--- src/rtl/instr_fetch_responder.sv ---
`default_nettype none
// =============================================================================
// Module   : instr_fetch_responder
// Brief    : Wait-stated instruction fetch responder over a loadable 16-bit RAM.
// Revision : 1.0 - initial release
// =============================================================================
module instr_fetch_responder #(
  parameter int WAIT_CYCLES = 2,
  parameter int AW          = 5
) (
  input  logic          clock,
  input  logic          resetnot,
  input  logic          req,
  input  logic [AW-1:0] addr,
  output logic [15:0]   rdata,
  output logic          ack,
  output logic          busy,
  input  logic          load_en,
  input  logic [AW-1:0] load_addr,
  input  logic [15:0]   load_data,
  output logic          err
);

  typedef enum logic [1:0] {
    S_IDLE = 2'd0,
    S_WAIT = 2'd1,
    S_RESP = 2'd2
  } state_t;

  localparam logic [3:0] c_wait_init = 4'(WAIT_CYCLES);

  state_t        r_state;
  logic [3:0]    r_cnt;
  logic [AW-1:0] r_addr;
  logic [15:0]   r_mem [2**AW];

  logic w_load_ok;
  logic w_accept;

  // A load in IDLE takes priority over a concurrent request.
  assign w_load_ok = (r_state == S_IDLE) && load_en;
  assign w_accept  = (r_state == S_IDLE) && req && !load_en;

  // Program memory deliberately has no reset so contents survive resetnot.
  always_ff @(posedge clock) begin
    if (w_load_ok) begin
      r_mem[load_addr] <= load_data;
    end
  end

  always_ff @(posedge clock or negedge resetnot) begin
    if (!resetnot) begin
      r_state <= S_IDLE;
      r_cnt   <= 4'd0;
      r_addr  <= '0;
      rdata   <= 16'h0000;
      ack     <= 1'b0;
      busy    <= 1'b0;
      err     <= 1'b0;
    end else begin
      ack <= 1'b0;
      err <= 1'b0;
      case (r_state)
        S_IDLE: begin
          if (w_accept) begin
            r_addr <= addr;
            r_cnt  <= c_wait_init;
            busy   <= 1'b1;
            if (WAIT_CYCLES == 0) begin
              r_state <= S_RESP;
              rdata   <= r_mem[addr];
              ack     <= 1'b1;
            end else begin
              r_state <= S_WAIT;
            end
          end
        end
        S_WAIT: begin
          err <= load_en;
          if (r_cnt == 4'd0) begin
            r_state <= S_RESP;
            rdata   <= r_mem[r_addr];
            ack     <= 1'b1;
          end else begin
            r_cnt <= r_cnt - 4'd1;
          end
        end
        S_RESP: begin
          err     <= load_en;
          r_state <= S_IDLE;
          busy    <= 1'b0;
        end
        default: begin
          r_state <= S_IDLE;
          busy    <= 1'b0;
        end
      endcase
    end
  end

endmodule
`default_nettype wire
--- config.mk ---
export PLATFORM = sky130hd
export DESIGN_NAME = instr_fetch_responder
export DESIGN_NICKNAME = d
export VERILOG_FILES = /design/src/rtl/instr_fetch_responder.sv
export SDC_FILE = /design/constraint.sdc
export NUM_CORES = 1
export LEC_CHECK = 0
export CORE_ASPECT_RATIO = 1.25
export CORE_MARGIN = 2
export CORE_UTILIZATION = 55
export CTS_BUF_LIST = sky130_fd_sc_hd__clkbuf_8 sky130_fd_sc_hd__clkbuf_16
export DETAILED_ROUTE_END_ITERATION = 8
export GPL_TIMING_DRIVEN = 0
export HOLD_SLACK_MARGIN = 0.08
export PLACE_DENSITY = 0.78
export SKIP_CTS_REPAIR_TIMING = 1
export SYNTH_ARGS = -nofsm -noshare
export SYNTH_HDL_FRONTEND = slang
export SYNTH_SLANG_ARGS = --single-unit
--- constraint.sdc ---
create_clock -name clock -period 3 [get_ports clock]
set_input_delay 0.6 -clock clock [delete_from_list [all_inputs] [get_ports clock]]
set_output_delay 0.6 -clock clock [all_outputs]
set_load 0.05 [all_outputs]
==> results by group, run 1 <==
Clocking
  – CTS tree: yes
  – Clk sink count: 542
  – H-Tree Depth: 2
  – Clk_lat worst skew: around 0.59 ns
  – CTS buffer count: 49
  – Clk pin slew, worst setup/hold paths: around 0.07 ns
  – Max Root-Sink Buffers: 3
  – CTS root buf: clkbuf_16

Detailed routing
  – Post-Route WL: 52.4 mm
  – Top Metal Used: met4
  – Final ANT Viol Nets: 0
  – Via count: 11800
  – Met3 wire length: 4.89 mm
  – DRC: 0
  – Met1 WL: 18.7 mm
  – DR WL met2: ~26 mm
  – TritonRoute pass-1 iters: 7
  – WL/cell: about 29 um
  – Initial DRC count: 1566
  – Vias/cell: 6.44

Synth
  – Synth area leader: edfxtp_1
  – Number of synthesized flops with an enable pin: approximately 510
  – Cells after Synth: 1177
  – Top area cells in the synthesized netlist: edfxtp_1, mux2i_1, dfrtp_1
  – Warning count from the yosys run: 0
  – Seq/Total Area, Yosys: 0.754
  – Yosys cell types: 39
  – Main flop type after synthesis: edfxtp_1
  – Synth Register Bits: approximately 540
  – Ys async rst share: 0.0554
  – Syn nets: 1211
  – Synth Area per Inst: 18.2 sq um
  – Synthesized cell area: 21400 sq um
  – Top-area cell type share of the netlist area: 0.719

Worst setup path
  – Crit start category: flop
  – CP endpoint kind: flop
  – Worst Path Arrival: around 3.3 ns
  – CP required: 3.19 ns
  – Crit Path Class: flop to flop
  – Worst-path fanout max: 16

Placement
  – Port buffer count: 48
  – Routability cong.: 0.960
  – Area post-placement: 23000 sq um
  – Dpl hpwl: between 30 and 40 mm

Pwr
  – PD cells: 914 nW/um^2
  – Max VDD drop: 0.000588 V
  – Pleak: 8.60 nW

GRT
  – Wire length of the first global-routing pass: 76.5 mm
  – Total track usage: 0.260
  – Pin count of the biggest net entering global routing: 33
  – Vias in the first global route: 12000
  – Antenna violations before repair: 0
  – Gr ovfl total: 0

Flow run
  – Maxcap violations: 0

Floorplan
  – Initial core utilization: 0.559
  – Die area: 40500 sq um
  – Chip width: roughly 180 um
  – Cell Rows: 80
  – Core area: 38200 sq um
  – Die height: roughly 220 um
  – Ports: 49

STA
  – Setup Viol. Count Final: 32
  – RSZ-0062 raised after global routing: yes
  – Final Hold Fails: 0
  – Peak Freq: ~320 MHz
  – Slew headroom: 0.0840
  – Hold WS: 0.137 ns
  – Fin crit period: between 3 and 4 ns
  – Pins Over Slew Limit: 0
  – Worst slew pin tran: about 1.4 ns
  – Worst-case setup margin in the final layout: -0.0924 ns
  – Clock Skews: about 0.019 ns
  – Period utilisation layout: 1.03

Final layout
  – Fin area: between 20000 and 25000 sq um
  – Fillers: roughly 2500
  – Most frequent cells in the layout: edfxtp_1, mux2i_1, a22oi_1, clkbuf_16, clkdlybuf4s50_1
  – Nets: about 1300
  – Number of diodes: 0
  – Leading cell type in the layout, fill and taps excluded: edfxtp_1
  – Area grow syn2layout: 15.2%
  – Share of cells above drive strength 1: 0.157

Outcome
  – Failing checks: negative setup slack
  – Status: finished with violations

Min path
  – Tightest Hold Check Type: input port to async pin
## critical path, stage by stage (launching register included)
cell and delay [ns]:
dfrtp_1 0.38, inv_1 0.10, ha_1 0.15, clkbuf_1 0.29
nand4b_1 0.74, nor2_2 1.03
## final timing paths
check / cells past startpoint / to / slack, ns / startpoint
max: 5 / r_mem[6][14] / -0.09 / r_state[1]
min: 1 / r_cnt[0] / 0.14 / resetnot
max reg2reg: 5 / r_mem[6][14] / -0.09 / r_state[1]
min reg2reg: 2 / rdata[7] / 0.49 / rdata[7]
max in group asynchronous: 1 / r_addr[2] / 2.31 / resetnot
min in group clock: 2 / rdata[7] / 0.49 / rdata[7]
## synth_stat cells (4+ instances only)
master	n
a221oi_2	12
mux2i_1	257
a221oi_1	20
nand2_1	22
nor2_1	38
dfrtp_1	30
nand3b_1	5
edfxtp_1	512
clkbuf_1	26
buf_1	5
a22o_1	34
a22oi_1	66
buf_6	6
buf_4	18
o22ai_1	16
buf_2	9
o21ai_0	5
inv_1	6
ha_1	4
mux2_2	7
o41ai_2	13
a21oi_1	34
## sequential cells by signal (all words and copies together) (netlist names)
name and count:
r_mem 512, r_cnt 4, r_state 2, r_addr 5, ack 1, busy 1
rdata 16, err 1
## cell families (layout without fill, tap and decap cells)
kind of cell    Yosys count  in the layout  share of synthesized area
compound gates          204            204                     0.0790
flops                   542            542                      0.754
buf+inv                  75            239                     0.0215
fa+ha+maj                 4              4                    0.00234
simple gates             88             88                     0.0192
mux                     264            264                      0.124
## metrics by stage
| stage | worst slack [ns] | utilization | power, mW | std cells | setup TNS (ns) |
|---|---|---|---|---|---|
| after floorplan | 0.532 | - | 13.6 | 1177 | 0 |
| after global placement | -0.600 | 0.588 | 15.9 | 1717 | -217.23 |
| after detailed placement | -0.224 | 0.601 | 16.1 | 1743 | -12.10 |
| after CTS | -0.0232 | 0.645 | 22.5 | 1833 | -0.287 |
| after global routing | -0.160 | 0.644 | 23.2 | 1833 | -4.74 |
| final | -0.0924 | 0.644 | 22.5 | 1833 | -2.66 |
## area by class of cell
cell class / instances / area [sq um] / share of cell area
Timing Repair Buffer: 74 / 858 / 0.0348
Tap cell: 492 / 616 / 0.0250
Sequential cell: 542 / 16100 / 0.655
Multi-Input combinational cell: 560 / 4900 / 0.199
Buffer: 69 / 438 / 0.0178
Inverter: 6 / 22.5 / 0.000914
Clock buffer: 53 / 1300 / 0.0529
Clock inverter: 37 / 375 / 0.0152
## routing by layer
metal,global-route usage,up-vias
li1,-,5008
met2,0.433,721
met1,0.329,5911
met5,0,-
met4,0.141,0
met3,0.0439,156
## power breakdown
part / internal [mW] / leakage, nW / switching (mW)
clock: 3.81 / 0.864 / 2.66
sequential: 8.54 / 4.98 / 0.201
combinational: 2.66 / 2.76 / 4.65
total: 15.0 / 8.60 / 7.52
Note: power is estimated with default switching activity, not from simulation.
==> run 2: changes to the inputs <==
--- a/config.mk
+++ b/config.mk
@@ -7,13 +7,14 @@
 export LEC_CHECK = 0
 export CORE_ASPECT_RATIO = 1.25
 export CORE_MARGIN = 2
-export CORE_UTILIZATION = 55
+export CORE_UTILIZATION = 45
 export CTS_BUF_LIST = sky130_fd_sc_hd__clkbuf_8 sky130_fd_sc_hd__clkbuf_16
 export DETAILED_ROUTE_END_ITERATION = 8
 export GPL_TIMING_DRIVEN = 0
 export HOLD_SLACK_MARGIN = 0.08
-export PLACE_DENSITY = 0.78
+export PLACE_DENSITY = 0.67
 export SKIP_CTS_REPAIR_TIMING = 1
+export SLEW_MARGIN = 40
 export SYNTH_ARGS = -nofsm -noshare
 export SYNTH_HDL_FRONTEND = slang
 export SYNTH_SLANG_ARGS = --single-unit
==> run 2 against run 1 <==
The run now ends clean. Clock skew grew 0.0090 ns. Non-clock buffer count shrank 7. Total power shrank 1.7%. Sequential share of layout area shrank 0.12 points. Highest routed layer unchanged. Count of clock-buffer cells in the layout grew 2. Hold slack gained 0.37 ns. Largest power group unchanged. Via count shrank 3.5%. Largest cell class unchanged. Design area grew 0.18%. Combinational power is essentially flat.
==> results by group, run 2 (synthesis gave the netlist of run 1 again) <==
Clocking
  – Clk pin slew, worst setup/hold paths: roughly 0.060 ns
  – CTS tree: yes
  – Max Root-Sink Buffers: 3
  – H-Tree Depth: 2
  – Clk sink count: 542
  – Clk_lat worst skew: 0.59 ns
  – CTS root buf: clkbuf_16
  – CTS buffer count: 50

Worst setup path
  – Reg2reg start: r_addr[1]
  – Cells along the critical path: nor2_2 > clkbuf_1 > a221oi_1 > o22ai_1 > o41ai_2
  – CP required: 3.44 ns
  – CP endpoint kind: flop
  – Crit path from: r_addr[1]
  – Worst Path Arrival: 3.22 ns
  – Crit Path Class: flop to flop
  – Worst path slowest cell: clkbuf_1
  – Family with the most delay on the worst path: compound AO/OA/AOI/OAI gates
  – Crit path largest cell delay: 0.65 ns
  – Worst-path fanout max: 10
  – Crit start category: flop
  – WP buf/inv: 1

Placement
  – Dpl hpwl: 33.8 mm
  – Routability cong.: 0.934
  – Area post-placement: 23100 sq um
  – Port buffer count: 48
  – Pre-CTS setup slack: 0.0617 ns
  – Inst Count DP: 1880

Final layout
  – Combined area of the multi-input logic cells: 5050 sq um
  – Fillers: about 3700
  – Area grow syn2layout: 15.4%
  – Leading cell type in the layout, fill and taps excluded: edfxtp_1
  – Nets: 1330
  – Fin area: 24700 sq um
  – Final non-filler cell total: 1968
  – Seq. cell area: 16100 sq um
  – Max reg flops: 512
  – Post-Route Utilization: 0.524
  – Most flops, register: r_mem
  – Number of diodes: 0
  – Most frequent cells in the layout: edfxtp_1, mux2i_1, a22oi_1, clkbuf_16
  – Share of cells above drive strength 1: 0.157
  – Top flop regs: r_mem: 512 flops, rdata: 16 flops, r_addr: 5 flops

Detailed routing
  – DRC: 0
  – Final ANT Viol Nets: 0
  – Via count: 11400
  – Initial DRC count: between 1000 and 1500
  – WL/cell: 26.5 um
  – TritonRoute pass-1 iters: 5
  – Vias/cell: 5.78
  – Post-Route WL: 52.2 mm

STA
  – Slew headroom: 0.437
  – Period utilisation layout: 0.924
  – Final Hold Fails: 0
  – RSZ-0062 raised after global routing: no
  – Hold WS: 0.507 ns
  – Setup Viol. Count Final: 0
  – Pins Over Slew Limit: 0
  – Fin crit period: 2.77 ns
  – Clock Skews: ~0.028 ns
  – Worst-case setup margin in the final layout: 0.228 ns
  – Worst slew pin tran: around 0.84 ns
  – Peak Freq: approximately 360 MHz

Pwr
  – PD cells: between 800 and 900 nW/um^2
  – Internal: 14.6 mW
  – Pleak: 8.52 nW
  – Sw Pwr: 7.51 mW
  – Switching Share: 0.339
  – Max VDD drop: 0.000533 V
  – Comb pwr share: 0.330
  – Clock share of power: 0.275
  – Seq pwr share: 0.395

Floorplan
  – Die area: roughly 49000 sq um
  – Die height: roughly 250 um
  – Cell Rows: 89
  – Initial core utilization: 0.454
  – Ports: 49
  – Core area: about 47000 sq um
  – Chip width: 199 um

GRT
  – Wire length of the first global-routing pass: between 70 and 80 mm
  – Total track usage: 0.216
  – Pin count of the biggest net entering global routing: 33
  – Antenna violations before repair: 0
  – Vias in the first global route: 11400
  – Gr ovfl total: 0

Min path
  – Hold_sp: rdata[7]
  – Tightest Hold Check Type: flop to flop

Flow run
  – Maxcap violations: 0

Outcome
  – Status: finished, final reports clean
-- run 2: cell count changes in the layout (fill, tap and decap cells not counted), moves of 2 or more --
cell and delta:
buf_4 +5, clkbuf_2 +2, buf_2 +10, clkdlybuf4s50_1 -11, clkinv_2 -5, buf_8 -12
nor2_2 -29, clkbuf_1 -2, bufinv_16 -6, inv_1 +5, nor2_4 +29, clkbuf_16 +3
clkinv_8 +2
-- run 2: cell type report --
class / instances / share of cell area
Sequential cell: 542 / 0.653
Multi-Input combinational cell: 560 / 0.205
Clock buffer: 55 / 0.0553
Tap cell: 637 / 0.0323
Timing Repair Buffer: 67 / 0.0270
Buffer: 69 / 0.0178
Clock inverter: 32 / 0.00867
Inverter: 6 / 0.000912
-- run 2: worst register-to-register path: cells and delay by family (launching register included) --
family	cells	cell delay, ns
AO/OA/AOI/OAI	3	1.11
buffers and inverters	1	0.65
AND/OR/NAND/NOR	1	0.47
flip-flops	1	0.42
-- run 2: per-stage QoR --
stage	TNS, ns	power (mW)
3_3_place_gp	-217.52	16.0
6_report	0	22.1
5_1_grt	0	22.9
4_1_cts	0	22.1
3_5_place_dp	0	16.1
2_1_floorplan	0	13.6
-- run 2: per-layer routing --
| layer | share of wire | track usage | wire [um] | vias to the layer above |
|---|---|---|---|---|
| met5 | 0 | 0 | 0 | - |
| met4 | 0.041 | 0.0917 | 2150 | 0 |
| met3 | 0.063 | 0.0279 | 3280 | 92 |
| met2 | 0.50 | 0.365 | 26100 | 420 |
| met1 | 0.40 | 0.282 | 20700 | 5877 |
| li1 | - | - | - | 4992 |
-- run 2: path summary, 6_finish.rpt --
check	endpoint	slack, ns	cells past startpoint
worst max-delay path	rdata[9]	0.23	5
worst min-delay path	rdata[7]	0.51	2
worst max register to register	rdata[9]	0.23	5
worst min register to register	rdata[7]	0.51	2
max in group asynchronous	r_addr[2]	2.07	2
min in group asynchronous	rdata[7]	0.55	2
-- run 2: power by group through the flow --
stage	combinational, mW	clock, mW	sequential, mW
after CTS	7.23	6.13	8.75
after global placement	7.06	0	8.90
after floorplan	4.39	0	9.22
after global routing	7.66	6.44	8.77
final	7.30	6.09	8.75
after detailed placement	7.21	0	8.91
